**src/rtl/alu_pkg.sv**
```systemverilog
// alu_pkg: opcodes, multiply iteration count and sequencer state encoding shared by the ALU front end.
package alu_pkg;
  localparam logic [3:0] OP_ADDC = 4'b0001;
  localparam logic [3:0] OP_ADD  = 4'b0010;
  localparam logic [3:0] OP_SUB  = 4'b0011;
  localparam logic [3:0] OP_AND  = 4'b0100;
  localparam logic [3:0] OP_NOR  = 4'b0101;
  localparam logic [3:0] OP_XNOR = 4'b0110;
  localparam logic [3:0] OP_NOT  = 4'b0111;
  localparam logic [3:0] OP_LSR  = 4'b1000;
  localparam logic [3:0] OP_MUL  = 4'b1001;
  localparam logic [3:0] OP_NONE = 4'b0000;
  localparam int         MUL_ITERS = 4;
  typedef enum logic [1:0] {IDLE, EXEC, MUL, RESP} state_e;
endpackage

```
**src/rtl/alu_mul_step.sv**
```systemverilog
// alu_mul_step: one shift-and-add multiply iteration; the add result comes from the external ALU.
module alu_mul_step (
  input  logic [3:0] p_i,
  input  logic [3:0] q_i,
  input  logic [3:0] sum_i,
  input  logic       cout_i,
  output logic [3:0] p_o,
  output logic [3:0] q_o
);
  logic [4:0] s;
  assign s   = q_i[0] ? {cout_i, sum_i} : {1'b0, p_i};
  assign p_o = s[4:1];
  assign q_o = {s[0], q_i[3:1]};
endmodule

```
**src/rtl/alu_seq_ctrl.sv**
```systemverilog
// alu_seq_ctrl: valid/ready sequencer for the 4-bit ALU; issues single ops once and runs
// MUL as shift-and-add iterations on the ALU add op.
module alu_seq_ctrl
  import alu_pkg::*;
#(
  parameter logic [3:0] MUL_OP  = OP_MUL,
  parameter int         MUL_ITR = MUL_ITERS
) (
  input  logic       clk,
  input  logic       rst_n,
  input  logic       req_valid_i,
  output logic       req_ready_o,
  input  logic [3:0] req_op_i,
  input  logic [3:0] req_a_i,
  input  logic [3:0] req_b_i,
  input  logic       req_cin_i,
  output logic       rsp_valid_o,
  input  logic       rsp_ready_i,
  output logic [7:0] rsp_data_o,
  output logic       rsp_cout_o,
  output logic       rsp_of_o,
  output logic       rsp_err_o,
  output logic [3:0] alu_a_o,
  output logic [3:0] alu_b_o,
  output logic [3:0] alu_op_o,
  output logic       alu_cin_o,
  input  logic [3:0] alu_out_i,
  input  logic       alu_cout_i,
  input  logic       alu_of_i
);
  state_e     state_q, state_d;
  logic [3:0] op_q, op_d, a_q, a_d, b_q, b_d, p_q, p_d, q_q, q_d, p_nxt, q_nxt;
  logic [2:0] cnt_q, cnt_d;
  logic [7:0] data_q, data_d;
  logic       cin_q, cin_d, cout_q, cout_d, of_q, of_d, err_q, err_d;
  logic       single, is_mul;

  alu_mul_step u_step (
    .p_i   (p_q),
    .q_i   (q_q),
    .sum_i (alu_out_i),
    .cout_i(alu_cout_i),
    .p_o   (p_nxt),
    .q_o   (q_nxt)
  );

  assign single      = (req_op_i >= OP_ADDC) && (req_op_i <= OP_LSR);
  assign is_mul      = req_op_i == MUL_OP;
  assign req_ready_o = state_q == IDLE;
  assign rsp_valid_o = state_q == RESP;
  assign rsp_data_o  = data_q;
  assign rsp_cout_o  = cout_q;
  assign rsp_of_o    = of_q;
  assign rsp_err_o   = err_q;

  always_comb begin
    state_d   = state_q;
    op_d      = op_q;
    a_d       = a_q;
    b_d       = b_q;
    cin_d     = cin_q;
    p_d       = p_q;
    q_d       = q_q;
    cnt_d     = cnt_q;
    data_d    = data_q;
    cout_d    = cout_q;
    of_d      = of_q;
    err_d     = err_q;
    alu_a_o   = 4'h0;
    alu_b_o   = 4'h0;
    alu_op_o  = OP_NONE;
    alu_cin_o = 1'b0;
    case (state_q)
      IDLE: if (req_valid_i) begin
        op_d    = req_op_i;
        a_d     = req_a_i;
        b_d     = req_b_i;
        cin_d   = req_cin_i;
        p_d     = 4'h0;
        q_d     = req_b_i;
        cnt_d   = 3'd0;
        data_d  = 8'h00;
        cout_d  = 1'b0;
        of_d    = 1'b0;
        err_d   = !single && !is_mul;
        state_d = single ? EXEC : is_mul ? MUL : RESP;
      end
      EXEC: begin
        alu_a_o   = a_q;
        alu_b_o   = b_q;
        alu_op_o  = op_q;
        alu_cin_o = cin_q;
        data_d    = {4'h0, alu_out_i};
        cout_d    = alu_cout_i;
        of_d      = alu_of_i;
        state_d   = RESP;
      end
      MUL: begin
        alu_a_o  = p_q;
        alu_b_o  = a_q;
        alu_op_o = OP_ADD;
        p_d      = p_nxt;
        q_d      = q_nxt;
        cnt_d    = cnt_q + 3'd1;
        if (cnt_q == 3'(MUL_ITR - 1)) begin
          data_d  = {p_nxt, q_nxt};
          of_d    = |p_nxt;
          cout_d  = 1'b0;
          state_d = RESP;
        end
      end
      RESP: state_d = rsp_ready_i ? IDLE : RESP;
      default: state_d = IDLE;
    endcase
  end

  always_ff @(posedge clk or negedge rst_n) begin
    if (!rst_n) begin
      state_q <= IDLE;
      op_q    <= 4'h0;
      a_q     <= 4'h0;
      b_q     <= 4'h0;
      cin_q   <= 1'b0;
      p_q     <= 4'h0;
      q_q     <= 4'h0;
      cnt_q   <= 3'd0;
      data_q  <= 8'h00;
      cout_q  <= 1'b0;
      of_q    <= 1'b0;
      err_q   <= 1'b0;
    end else begin
      state_q <= state_d;
      op_q    <= op_d;
      a_q     <= a_d;
      b_q     <= b_d;
      cin_q   <= cin_d;
      p_q     <= p_d;
      q_q     <= q_d;
      cnt_q   <= cnt_d;
      data_q  <= data_d;
      cout_q  <= cout_d;
      of_q    <= of_d;
      err_q   <= err_d;
    end
  end
endmodule
```
**config.mk**
```make
export PLATFORM = sky130hd
export DESIGN_NAME = alu_seq_ctrl
export DESIGN_NICKNAME = d
export VERILOG_FILES = /design/src/rtl/alu_pkg.sv /design/src/rtl/alu_mul_step.sv /design/src/rtl/alu_seq_ctrl.sv
export SDC_FILE = /design/constraint.sdc
export NUM_CORES = 1
export LEC_CHECK = 0
export CORE_AREA = 2 2 66 68
export DETAILED_ROUTE_END_ITERATION = 8
export DIE_AREA = 0 0 68 70
export PLACE_DENSITY = 0.76
export SETUP_SLACK_MARGIN = 0.4
export SLEW_MARGIN = 20
export SYNTH_ARGS = -nofsm -noshare
export SYNTH_HDL_FRONTEND = slang
export SYNTH_SLANG_ARGS = --single-unit
export TNS_END_PERCENT = 100
```
**constraint.sdc**
```tcl
create_clock -name clk -period 2.1 [get_ports clk]
set_clock_uncertainty 0.2 [all_clocks]
set_input_delay 0.42 -clock clk [delete_from_list [all_inputs] [get_ports clk]]
set_output_delay 0.42 -clock clk [all_outputs]
set_load 0.02 [all_outputs]
```
# After elaboration in Yosys (flattened, before gate mapping)
# Cells that the tools add are included.
[word_totals]
word_cells = 59
in_bits = 23
register_bits = 37
[op_classes]
n_lt_le_gt_ge = 2
addsub = 1
eq_ne = 7
muxes = 25
n_reduce_logical = 12
[ops]
columns = ["cell", "n"]
rows = [
  ["$pmux 4 s2", 5],
  ["$pmux 8 s3", 1],
  ["$mux 8", 2],
  ["$mux 2", 4],
  ["$mux 4", 2],
  ["$pmux 2 s4", 1],
  ["$pmux 1 s3", 2],
  ["$pmux 3 s2", 1],
  ["$reduce_and 2->1", 3],
  ["$mux 1", 5],
  ["$mux 5", 1],
  ["$eq 2x2->1 const B", 2],
  ["$eq 4x4->1 const B", 1],
  ["$ge 4x1->1 const B", 1],
  ["$le 4x4->1 const B", 1],
  ["$ne 2x2->1 const B", 2],
  ["$reduce_or 4->1", 1],
  ["$add 3x1->3 const B", 1],
  ["$eq 3x2->1 const B", 1],
  ["$mux 3", 1],
  ["$reduce_and 3->1", 1],
  ["$reduce_bool 3->1", 1],
  ["$eq 2x1->1 const B", 1],
  ["$logic_and 1x1->1", 2],
  ["3 further kinds", 4],
]

# Depth between registers and ports, before layout
# Gate-level depths: netlist of run 1.
[depth]
word_depth = 5
mapped_depth = 8
mapped_depth_nobuf = 6

# Cells and area by module
# From an unflattened synthesis of run 1, not the netlist that was laid out.
[hier_totals]
hier_cells = 185
area_unflattened_um2 = 1964.4
[modules_own_cells]
columns = ["module", "cells_each", "seq_area_each_um2", "area_each_um2", "instances"]
rows = [
  ["alu_seq_ctrl", 177, 925.9, 1889.3, 1],
  ["alu_mul_step", 8, 0.0, 75.1, 1],
]

# Worst setup path after synthesis of run 1
# OpenSTA, ideal clock, no wires.
[synth_timing]
kind = "reg-to-output"
startpoint = "register state_q[1]"
endpoint = "output port alu_b_o[2]"
path_stages_with_launch = 7
required_ns = 1.480
arrival_time_ns = 1.464
setup_slack_ns = 0.016
n_path_buf = 2
path_cell_list = "dfrtp_1 -> inv_1 -> ha_1 -> buf_2 -> clkbuf_1 -> a22oi_1 -> nor2b_1"
[synth_via]
elab_chain_cells = 2
word_cells_on_any_way = 3
[synth_rtl]
columns = ["element", "line", "rtl"]
rows = [
  ["start: declaration", "alu_seq_ctrl.sv:31", "state_e state_q, state_d;"],
  ["start signal: assignment", "alu_seq_ctrl.sv:132", "state_q <= state_d;"],
  ["$eq 2x2->1 / $eq 2x1->1 (equally long branches)", "alu_seq_ctrl.sv:73", "case (state_q)"],
  ["$pmux 4 s2 *", "alu_seq_ctrl.sv:73", ""],
  ["end: declaration", "alu_seq_ctrl.sv:24", "output logic [3:0] alu_b_o,"],
]
# Mark *: on every way between the ends. The rest lies on a longest branch, timed or not.

# Final worst setup path of run 1
[layout_timing]
startpoint = "register state_q[0]"
endpoint = "output port alu_b_o[3]"
# Same word-level chain as after synthesis.

==> results of run 1 <==
through the flow:
| step | utilization (%) | total power [mW] |
|---|---|---|
| final | 71.0 | 4.87 |
| after global routing | 71.0 | 5.20 |
| after CTS | 70.3 | 4.82 |
| after detailed placement | 63.5 | 3.84 |
| after floorplan | - | 3.09 |
| after global placement | 63.5 | 3.79 |
routing by layer:
layer | up-vias | share of wire (%) | track usage [%]
met5 | - | 0 | 0
met4 | 0 | 1.1 | 5.33
met3 | 6 | 4.8 | 5.31
met2 | 45 | 51 | 36.0
met1 | 753 | 44 | 29.4
li1 | 779 | - | -
layout by cell type (no fill, tap or decap), drive strengths merged, types with 2 or more instances in the layout:
master	n
buf	39
dfrtp	37
nand2	25
clkdlybuf4s50	21
o21ai	20
mux2	14
dlygate4sd2	11
nor2b	9
a22oi	8
ha	8
mux2i	7
clkbuf	7
nor2	6
inv	6
nand3	4
and3	3
a221o	3
a21oi	3
and2	2
a211oi	2
cell type report:
type                            instances  area share, %
Clock buffer                            7           2.94
Sequential cell                        37           31.5
Inverter                                6          0.851
Multi-Input combinational cell        128           38.3
Tap cell                               52           2.21
Timing Repair Buffer                   72           24.1
worst min-delay path by stage:
stage | startpoint | endpoint | slack, ps | cells after the start
after floorplan | rst_n | a_q[0] | -80 | 0
after global placement | rsp_data_o[3] | rsp_data_o[3] | 260 | 2
after detailed placement | rsp_cout_o | rsp_cout_o | 270 | 2
after CTS | rsp_cout_o | rsp_cout_o | 280 | 2
after global routing | rsp_data_o[3] | rsp_data_o[3] | 310 | 2
final | rsp_cout_o | rsp_cout_o | 270 | 2
power by group through the flow:
stage	clock, mW	combinational (mW)	sequential (mW)
3_5_place_dp	0	2.57	1.27
5_1_grt	0.545	3.34	1.32
3_3_place_gp	0	2.53	1.26
6_report	0.497	3.10	1.28
2_1_floorplan	0	1.81	1.28
4_1_cts	0.505	3.04	1.28
worst min-delay path, delay by kind of cell, from the launching register on:
family | cells | cell delay (ps)
AO/OA/AOI/OAI | 1 | 60
AND/OR/NAND/NOR | 1 | 40
flip-flops | 1 | 340
flip-flops by register name, indices dropped and copies added, names as in the netlist:
signal      cells
rsp_data_o      8
b_q             4
cnt_q           3
cin_q           1
a_q             4
state_q         2
q_q             4
rsp_err_o       1
op_q            4
rsp_of_o        1
p_q             4
rsp_cout_o      1
cell families after synthesis:
family | Yosys count | share of synthesized area [%]
simple gates | 55 | 15.1
compound gates | 44 | 15.6
flops | 37 | 48.1
mux | 21 | 11.8
buf+inv | 16 | 4.10
fa+ha+maj | 8 | 5.21
synthesized netlist by cell type (2+ instances only):
cell type | count | area, µm²
a211oi_1 | 2 | 15.0
a21oi_1 | 3 | 15.0
a221o_1 | 3 | 30.0
a22oi_1 | 8 | 60.1
and2_1 | 2 | 12.5
and3_1 | 3 | 18.8
buf_2 | 6 | 30.0
clkbuf_1 | 2 | 7.51
dfrtp_1 | 37 | 926
ha_1 | 8 | 100
inv_1 | 5 | 18.8
mux2_2 | 13 | 146
mux2i_1 | 7 | 70.1
nand2_1 | 23 | 86.3
nand3_1 | 4 | 20.0
nor2_1 | 6 | 22.5
nor2b_1 | 9 | 56.3
o21ai_0 | 16 | 80.1
o21ai_1 | 4 | 20.0
what timing repair did:
action                                  CTS  global route
pin swaps                                12             4
endpoints found under the hold margin    37             0
hold buffers                              1             0
resized for setup                       129             3
setup buffers                            10             2
endpoints found under the setup margin   49            51
==> reports/qor.csv, run 1 <==
stage;metric;value;unit
status;outcome;finished, violations left;
status;failing checks;negative setup slack;
die;row count;24;
job;Max Cap Viol;0;
die;Die Wd;68;µm
route;Vias/cell;5.24;
final_layout;fin area;2940;µm²
die;Initial Utilization;46.4;%
final_layout;area taken by multi-input logic gates;1130;µm²
sta;final setup TNS;-85.1;ps
worst_hold_path;HP Class;reg -> reg;
pwr;pwr dens;1660;nW/µm²
cts;CTS root buf;clkbuf_8;
cts;worst skew pair latency;290;ps
cts;H-tree depth;2;
pwr;Net Sw Power;1.95;mW
sta;RSZ-0062 raised after global routing;true;
placed_design;Placer Congestion;0.872;
logic_synthesis;EDFF count, synth;0;
critical_path;Worst Setup SP;state_q[0];
logic_synthesis;Seq/Total Area, Yosys;48.1;%
critical_path;CP bufs+invs;3;
placed_design;hpwl dp;3190;µm
route;DRC violation total after the first TritonRoute iteration;131;
critical_path;worst path required time;1480;ps
final_layout;synth-to-layout area growth;52.9;%
pwr;Leakage;1.32;nW
pwr;Worst IR Drop VDD;943;µV
placed_design;placed inst area;2630;µm²
logic_synthesis;Mapped Nets;212;
sta;Final Setup Violations;8;
logic_synthesis;Yosys cell types;39;
sta;Rel. slew slack;69.4;%
final_layout;NumNets Final;281;
critical_path;Reg2Reg Setup Slack;90;ps
placed_design;Post-Place Setup Slack;-320;ps
logic_synthesis;commonest register cell after synthesis;dfrtp_1;
global_route;global-route wire length before repair;7890;µm
route;Final ANT Viol Nets;0;
pwr;Pint;2.93;mW
global_route;antenna violations before repair;0;
logic_synthesis;synth warn;0;
critical_path;RR Startpoint;state_q[0];
global_route;Tot GR Track Use;22.1;%
final_layout;ANT cells;0;
sta;crit path time final;2130;ps
placed_design;Placed Cells;282;
pwr;Comb pwr share;63.5;%
pwr;sequential share of power;26.3;%
cts;Num CTS Buffers;5;
critical_path;worst setup path class;reg -> out;
cts;CTS Buffer Depth;2;
sta;Max Slew Vio Count;0;
route;drt wl/cell;15.9;µm
logic_synthesis;FF+latch count, synth;37;
critical_path;Slowest cell on crit path;dfrtp_2;
critical_path;max incr delay on CP;440;ps
route;DRT Wirelength;4790;µm
global_route;largest net degree at the start of global routing;38;
critical_path;critical-path cell list;inv_4 > ha_4 > buf_6 > nor2b_4 > buf_6;
logic_synthesis;Mapped Avg Cell Area;10.6;µm²
route;first drt pass iteration count;4;
critical_path;CP arrival;1510;ps
final_layout;Filler Cells Inserted;316;
final_layout;share of cells above drive strength 1;40.8;%
final_layout;sequential cell area;927;µm²
sta;Final Worst Setup Slack;-26.3;ps
pwr;Net Sw Frac;39.9;%
die;Die Y;70;µm
global_route;gr ovfl total;0;
sta;Final Cycle Share;101;%
sta;Final Hold Fails;0;
cts;CTS clock-pin slew for the worst setup and hold paths;70;ps
critical_path;CP Depth;5;
placed_design;PortBufs;48;
critical_path;CP top delay family;flip-flops;
critical_path;critical path fanouts, max;6;
sta;final hold slack;272;ps
critical_path;Crit. End Element;primary output;
logic_synthesis;Async SR Flop Fraction;100;%
logic_synthesis;Netlist Area Pre-Place;1920;µm²
die;core area;4140;µm²
die;die area;4760;µm²
final_layout;non-filler instance count after layout;302;
critical_path;cell mode on critical path;buf_6;
route;Residual DRC;0;
pwr;clock share of power;10.2;%
sta;fmax;470;MHz
critical_path;FF-to-FF End;rsp_data_o[2];
global_route;vias in the first global route;1633;
critical_path;startpoint types;flop;
critical_path;Register-to-Register Path Depth;7;
sta;worst-margin pin slew;459;ps
cts;CTS Sinks;37;
die;IO Count;49;
cts;CTS tree;done;
route;via count;1583;
logic_synthesis;Mapped Cells;181;
critical_path;crit path to;alu_b_o[3];
Power figures use the tool's default switching activity.
==> run 2, diff against run 1 <==
--- a/config.mk
+++ b/config.mk
@@ -9,6 +9,7 @@
 export DETAILED_ROUTE_END_ITERATION = 8
 export DIE_AREA = 0 0 68 70
 export PLACE_DENSITY = 0.76
+export RECOVER_POWER = 25
 export SETUP_SLACK_MARGIN = 0.4
 export SLEW_MARGIN = 20
 export SYNTH_ARGS = -nofsm -noshare
==> run 2 against run 1 <==
The run still ends with negative setup slack left. Utilization fell by 0.060 points. Die area unchanged. Sequential power about the same. Via count unchanged. Register-to-register slack about the same. Clock power about the same. Power barely moved. Sequential share of layout area is essentially flat. Sequential cell count did not move. Critical path depth is the same. Worst setup slack stayed put. Largest power group unchanged. Highest routed layer unchanged.
==> reports/qor.csv, run 2 (synthesis gave the netlist of run 1 again) <==
stage;metric;value;unit
cts;CTS clock-pin slew for the worst setup and hold paths;70;ps
sta;crit path time final;2130;ps
placed_design;Placed Cells;282;
pwr;Comb pwr share;63.5;%
placed_design;Placer Congestion;0.872;
critical_path;Register-to-Register Path Depth;7;
pwr;Pint;2.93;mW
sta;Rel. slew slack;39.9;%
sta;fmax;470;MHz
sta;Final Setup Violations;8;
sta;worst-margin pin slew;901;ps
placed_design;placed inst area;2630;µm²
critical_path;startpoint types;flop;
pwr;Net Sw Power;1.95;mW
critical_path;CP bufs+invs;3;
sta;Final Cycle Share;101;%
route;DRC violation total after the first TritonRoute iteration;131;
cts;H-tree depth;2;
final_layout;ANT cells;0;
final_layout;non-filler instance count after layout;302;
pwr;Worst IR Drop VDD;943;µV
route;M1 WL;2080;µm
global_route;vias in the first global route;1633;
global_route;gr ovfl total;0;
route;Final ANT Viol Nets;0;
critical_path;critical path fanouts, max;6;
final_layout;sequential cell area;927;µm²
critical_path;Crit. End Element;primary output;
die;Initial Utilization;46.4;%
route;met3 wire length;228;µm
cts;worst skew pair latency;290;ps
critical_path;cell mode on critical path;buf_6;
critical_path;critical-path cell list;inv_4 > ha_4 > buf_6 > nor2b_4 > buf_6;
route;Vias/cell;5.24;
route;DR top layer;met4;
final_layout;Filler Cells Inserted;317;
cts;CTS Sinks;37;
global_route;global-route wire length before repair;7890;µm
critical_path;Slowest cell on crit path;dfrtp_2;
route;via count;1583;
route;DRT Wirelength;4790;µm
critical_path;CP top delay family;flip-flops;
sta;Final Worst Setup Slack;-26.3;ps
status;outcome;finished, violations left;
critical_path;worst path required time;1480;ps
route;drt wl/cell;15.8;µm
global_route;largest net degree at the start of global routing;38;
final_layout;synth-to-layout area growth;52.8;%
final_layout;commonest non-fill, non-tap cell in the layout;dfrtp_1;
die;Die Y;70;µm
sta;final setup TNS;-85.1;ps
final_layout;fin util;70.9;%
cts;CTS tree;done;
worst_hold_path;HP Class;reg -> reg;
cts;CTS root buf;clkbuf_8;
die;IO Count;49;
placed_design;PortBufs;48;
pwr;Net Sw Frac;39.9;%
global_route;antenna violations before repair;0;
die;core area;4140;µm²
die;row count;24;
final_layout;NumNets Final;281;
status;failing checks;negative setup slack;
final_layout;fin area;2940;µm²
critical_path;worst setup path class;reg -> out;
pwr;clock share of power;10.2;%
cts;CTS Buffer Depth;2;
job;Max Cap Viol;0;
die;die area;4760;µm²
worst_hold_path;hold path depth;2;
final_layout;flip-flop count of the largest register after layout;8;
sta;RSZ-0062 raised after global routing;true;
critical_path;CP Depth;5;
die;Die Wd;68;µm
pwr;Leakage;1.32;nW
placed_design;hpwl dp;3190;µm
final_layout;share of cells above drive strength 1;40.8;%
critical_path;CP arrival;1510;ps
sta;Final Hold Fails;0;
route;Residual DRC;0;
final_layout;highest-count cells in the layout ignoring fill and taps;dfrtp_1 (36), buf_6 (24), nand2_1 (22);
route;first drt pass iteration count;4;
final_layout;area taken by multi-input logic gates;1130;µm²
sta;Max Slew Vio Count;0;
critical_path;max incr delay on CP;440;ps
route;met2 WL;2420;µm
pwr;pwr dens;1660;nW/µm²
global_route;Tot GR Track Use;22.1;%
cts;Num CTS Buffers;5;
pwr;sequential share of power;26.3;%
## run 2: path summary, 6_finish.rpt
check                           start             to  slack [ps]
max                        state_q[0]     alu_b_o[3]         -30
min                        rsp_cout_o     rsp_cout_o         270
max reg2reg                state_q[0]  rsp_data_o[2]          90
min reg2reg                rsp_cout_o     rsp_cout_o         270
max in group asynchronous       rst_n     state_q[0]         410
min in group asynchronous       rst_n         q_q[0]         670
## run 2: metrics by stage
step / worst slack, ps / hold WS [ps] / power (mW)
floorplan: 259 / -75.6 / 3.09
global placement: -269 / 263 / 3.79
detailed placement: -320 / 270 / 3.84
CTS: -19.7 / 281 / 4.82
global route: -85.9 / 312 / 5.20
finish: -26.3 / 272 / 4.87
## run 2: power groups by stage
stage               Combinational (mW)  Clock, mW  Sequential, mW
finish                            3.09      0.497            1.28
global route                      3.34      0.545            1.32
CTS                               3.04      0.505            1.28
detailed placement                2.57          0            1.27
global placement                  2.53          0            1.26
floorplan                         1.81          0            1.28
## run 2: worst min-delay path, delay by kind of cell (launching register included)
family,cells,cell delay [ps]
flops,1,340
compound gates,1,60
simple gates,1,40
## run 2: what timing repair did
action                                  in CTS  in global routing
gates resized for setup                    129                  3
buffers inserted                            10                  2
hold buffers                                 1                  0
pin swaps                                   12                  4
hold endpoints to repair                    37                  0
endpoints found under the setup margin      49                 51
## run 2: routing by layer
layer / track usage (%) / up-vias
li1: - / 779
met2: 36.0 / 45
met5: 0 / -
met1: 29.4 / 753
met4: 5.33 / 0
met3: 5.31 / 6
## run 2: layout make-up
class	count	area share, %
inverters	6	0.852
multi-input cells	128	38.4
well taps	52	2.21
repair buffers	72	24.1
flip-flops and latches	37	31.6
clock buffers	7	2.94
==> run 3, diff against run 2 <==
--- a/config.mk
+++ b/config.mk
@@ -5,14 +5,14 @@
 export SDC_FILE = /design/constraint.sdc
 export NUM_CORES = 1
 export LEC_CHECK = 0
-export CORE_AREA = 2 2 66 68
+export CORE_AREA = 2 2 67 69
 export DETAILED_ROUTE_END_ITERATION = 8
-export DIE_AREA = 0 0 68 70
-export PLACE_DENSITY = 0.76
+export DIE_AREA = 0 0 69 71
+export PLACE_DENSITY = 0.75
 export RECOVER_POWER = 25
 export SETUP_SLACK_MARGIN = 0.4
-export SLEW_MARGIN = 20
 export SYNTH_ARGS = -nofsm -noshare
 export SYNTH_HDL_FRONTEND = slang
+export SYNTH_HIERARCHICAL = 1
 export SYNTH_SLANG_ARGS = --single-unit
 export TNS_END_PERCENT = 100
==> run 3 against run 2 <==
The run still ends with negative setup slack left. Utilization is 11 points higher. Worst hold slack better by 36 ps. Fmax down 3.6%. Cell area up 17%. Count of clock-buffer cells in the layout decreased by 2. Power grew 29%. Critical endpoint is now alu_a_o[1].
==> reports/qor.csv, run 3 <==
stage;metric;value;unit
critical_path;RR Startpoint;state_q[1];
cts;worst skew pair latency;290;ps
route;DRC violation total after the first TritonRoute iteration;205;
logic_synthesis;dominant cell type by area after synthesis;dfrtp_1;
sta;Max Slew Vio Count;0;
critical_path;critical path fanouts, max;6;
logic_synthesis;Seq/Total Area, Yosys;47.1;%
global_route;gr ovfl total;0;
sta;Final Cycle Share;105;%
die;Die Y;71;µm
pwr;Leakage;1.63;nW
worst_hold_path;hold path depth;1;
final_layout;fin area;3440;µm²
critical_path;crit path to;alu_a_o[1];
sta;Final Worst Setup Slack;-106;ps
critical_path;worst path required time;1480;ps
pwr;Comb pwr share;66.7;%
pwr;clock share of power;12.2;%
global_route;vias in the first global route;1992;
logic_synthesis;FF+latch count, synth;37;
die;core area;4200;µm²
final_layout;NumNets Final;311;
die;row count;24;
critical_path;FF-to-FF End;q_q[1];
die;Initial Utilization;46.7;%
final_layout;synth-to-layout area growth;75.2;%
critical_path;CP arrival;1590;ps
final_layout;share of cells above drive strength 1;49.1;%
logic_synthesis;Mapped Avg Cell Area;10.6;µm²
route;Residual DRC;0;
cts;CTS clock-pin slew for the worst setup and hold paths;80;ps
final_layout;ANT cells;0;
pwr;Pint;3.80;mW
placed_design;hpwl dp;3730;µm
critical_path;worst setup path class;reg -> out;
global_route;antenna violations before repair;0;
pwr;pwr dens;1820;nW/µm²
global_route;Tot GR Track Use;25.3;%
logic_synthesis;synth cell count leaders;dfrtp_1 (37), mux2_2 (18), nand2_1 (17), nor2_1 (13), a22oi_1 (12);
critical_path;Reg2Reg Setup Slack;-10;ps
final_layout;highest-count cells in the layout ignoring fill and taps;dfrtp_1 (37), buf_6 (35), buf_4 (27);
logic_synthesis;Netlist Area Pre-Place;1960;µm²
critical_path;Register-to-Register Path Depth;9;
status;outcome;finished, violations left;
die;die area;4900;µm²
logic_synthesis;Yosys cell types;34;
pwr;sequential share of power;21.1;%
placed_design;Placed Cells;297;
sta;RSZ-0062 raised after global routing;true;
sta;Final Setup Violations;10;
sta;crit path time final;2210;ps
final_layout;commonest non-fill, non-tap cell in the layout;dfrtp_1;
cts;CTS Buffer Depth;2;
sta;Final Hold Fails;0;
cts;Num CTS Buffers;5;
logic_synthesis;top post-synthesis cells by area;dfrtp_1 (47%), mux2_2 (10%), ha_1 (5.1%), a22oi_1 (4.6%), nand2_1 (3.2%);
logic_synthesis;Async SR Flop Fraction;100;%
route;DRT Wirelength;6650;µm
job;Max Cap Viol;0;
worst_hold_path;HP Class;reg -> reg;
logic_synthesis;EDFF count, synth;0;
cts;H-tree depth;2;
critical_path;startpoint types;flop;
cts;CTS root buf;clkbuf_8;
logic_synthesis;Mapped Cells;185;
placed_design;PortBufs;48;
final_layout;flip-flop count of the largest register after layout;8;
sta;worst-margin pin slew;902;ps
global_route;global-route wire length before repair;9780;µm
logic_synthesis;cell with the most instances after synthesis;dfrtp_1;
route;first drt pass iteration count;4;
die;Die Wd;69;µm
placed_design;Placer Congestion;0.835;
logic_synthesis;Mapped Nets;216;
global_route;largest net degree at the start of global routing;38;
placed_design;placed inst area;2850;µm²
route;Vias/cell;5.65;
pwr;Net Sw Frac;39.3;%
final_layout;Filler Cells Inserted;221;
logic_synthesis;Yosys top cell area share;47.1;%
final_layout;non-filler instance count after layout;333;
route;Final ANT Viol Nets;0;
route;drt wl/cell;20.0;µm
pwr;Net Sw Power;2.46;mW
critical_path;Worst Setup SP;state_q[1];
cts;CTS Sinks;37;
sta;fmax;453;MHz
sta;Rel. slew slack;39.9;%
logic_synthesis;synth warn;6;
status;failing checks;negative setup slack;
route;via count;1880;
pwr;Worst IR Drop VDD;1240;µV
critical_path;Crit. End Element;primary output;
logic_synthesis;commonest register cell after synthesis;dfrtp_1;
die;IO Count;49;
cts;CTS tree;done;
run 3: power by group through the flow:
| stage | registers, mW | logic [mW] | clock network [mW] |
|---|---|---|---|
| final | 1.32 | 4.18 | 0.764 |
| after global routing | 1.35 | 4.40 | 0.795 |
| after CTS | 1.28 | 3.60 | 0.759 |
| after detailed placement | 1.29 | 3.05 | 0 |
| after global placement | 1.26 | 2.95 | 0 |
| after floorplan | 1.30 | 2.00 | 0 |
run 3: per-layer routing:
| metal | up-vias | GRT usage (%) | share of wire (%) |
|---|---|---|---|
| met5 | - | 0 | 0 |
| met4 | 0 | 6.97 | 1.7 |
| met3 | 12 | 5.84 | 5.5 |
| met2 | 89 | 47.5 | 54 |
| met1 | 936 | 28.7 | 38 |
| li1 | 843 | - | - |
run 3: logic make-up (layout without fill, tap and decap cells):
logic type                 Yosys count  count (layout)  synth area share, %
AOI/OAI and AO/OA                   39              39                 14.8
buffers and inverters               25             121                 6.31
muxes                               24              24                 13.4
adders and majority gates            8               8                 5.10
DFF                                 37              37                 47.1
and+or+nand+nor                     52              52                 13.3
run 3: worst max-delay path, cell delays in order, from the launching register on:
cell and delay (ps):
dfrtp_1 410, buf_6 140, ha_4 190, buf_6 150, a22oi_2 240, nor2_4 50, buf_6 130
run 3: repair_timing:
item	CTS	global route
gates resized for setup	136	23
setup endpoints to repair	49	47
hold buffers	0	0
pin swaps	18	14
buffers inserted	15	11
gates cloned	1	1
run 3: worst min-delay path by stage:
stage                     startpoint  slack [ps]        end
after floorplan                rst_n         -80     a_q[0]
after global placement      cnt_q[2]         260   cnt_q[2]
after detailed placement    cnt_q[2]         280   cnt_q[2]
after CTS                   cnt_q[0]         300   cnt_q[0]
after global routing        cnt_q[2]         330   cnt_q[2]
final                      rsp_err_o         310  rsp_err_o
run 3: area by class of cell:
type,count,area [µm²],area share [%]
inverter,10,40.0,1.16
multi-input combinational,123,1210,35.3
clock inverter,3,68.8,2.00
timing repair buffer,103,1060,30.8
tap,52,65.1,1.89
sequential,37,926,26.9
clock buffer,5,68.8,2.00
run 3: through the flow:
step	setup WS (ps)	TNS (ps)	hold WS [ps]	util [%]	power (mW)
final	-106	-629	308	81.9	6.26
after global routing	-136	-1460	333	81.9	6.54
after CTS	-72.6	-627	299	76.9	5.64
after detailed placement	-267	-3180	285	67.8	4.33
after global placement	-243	-2860	263	67.8	4.21
after floorplan	177	0	-75.6	-	3.30
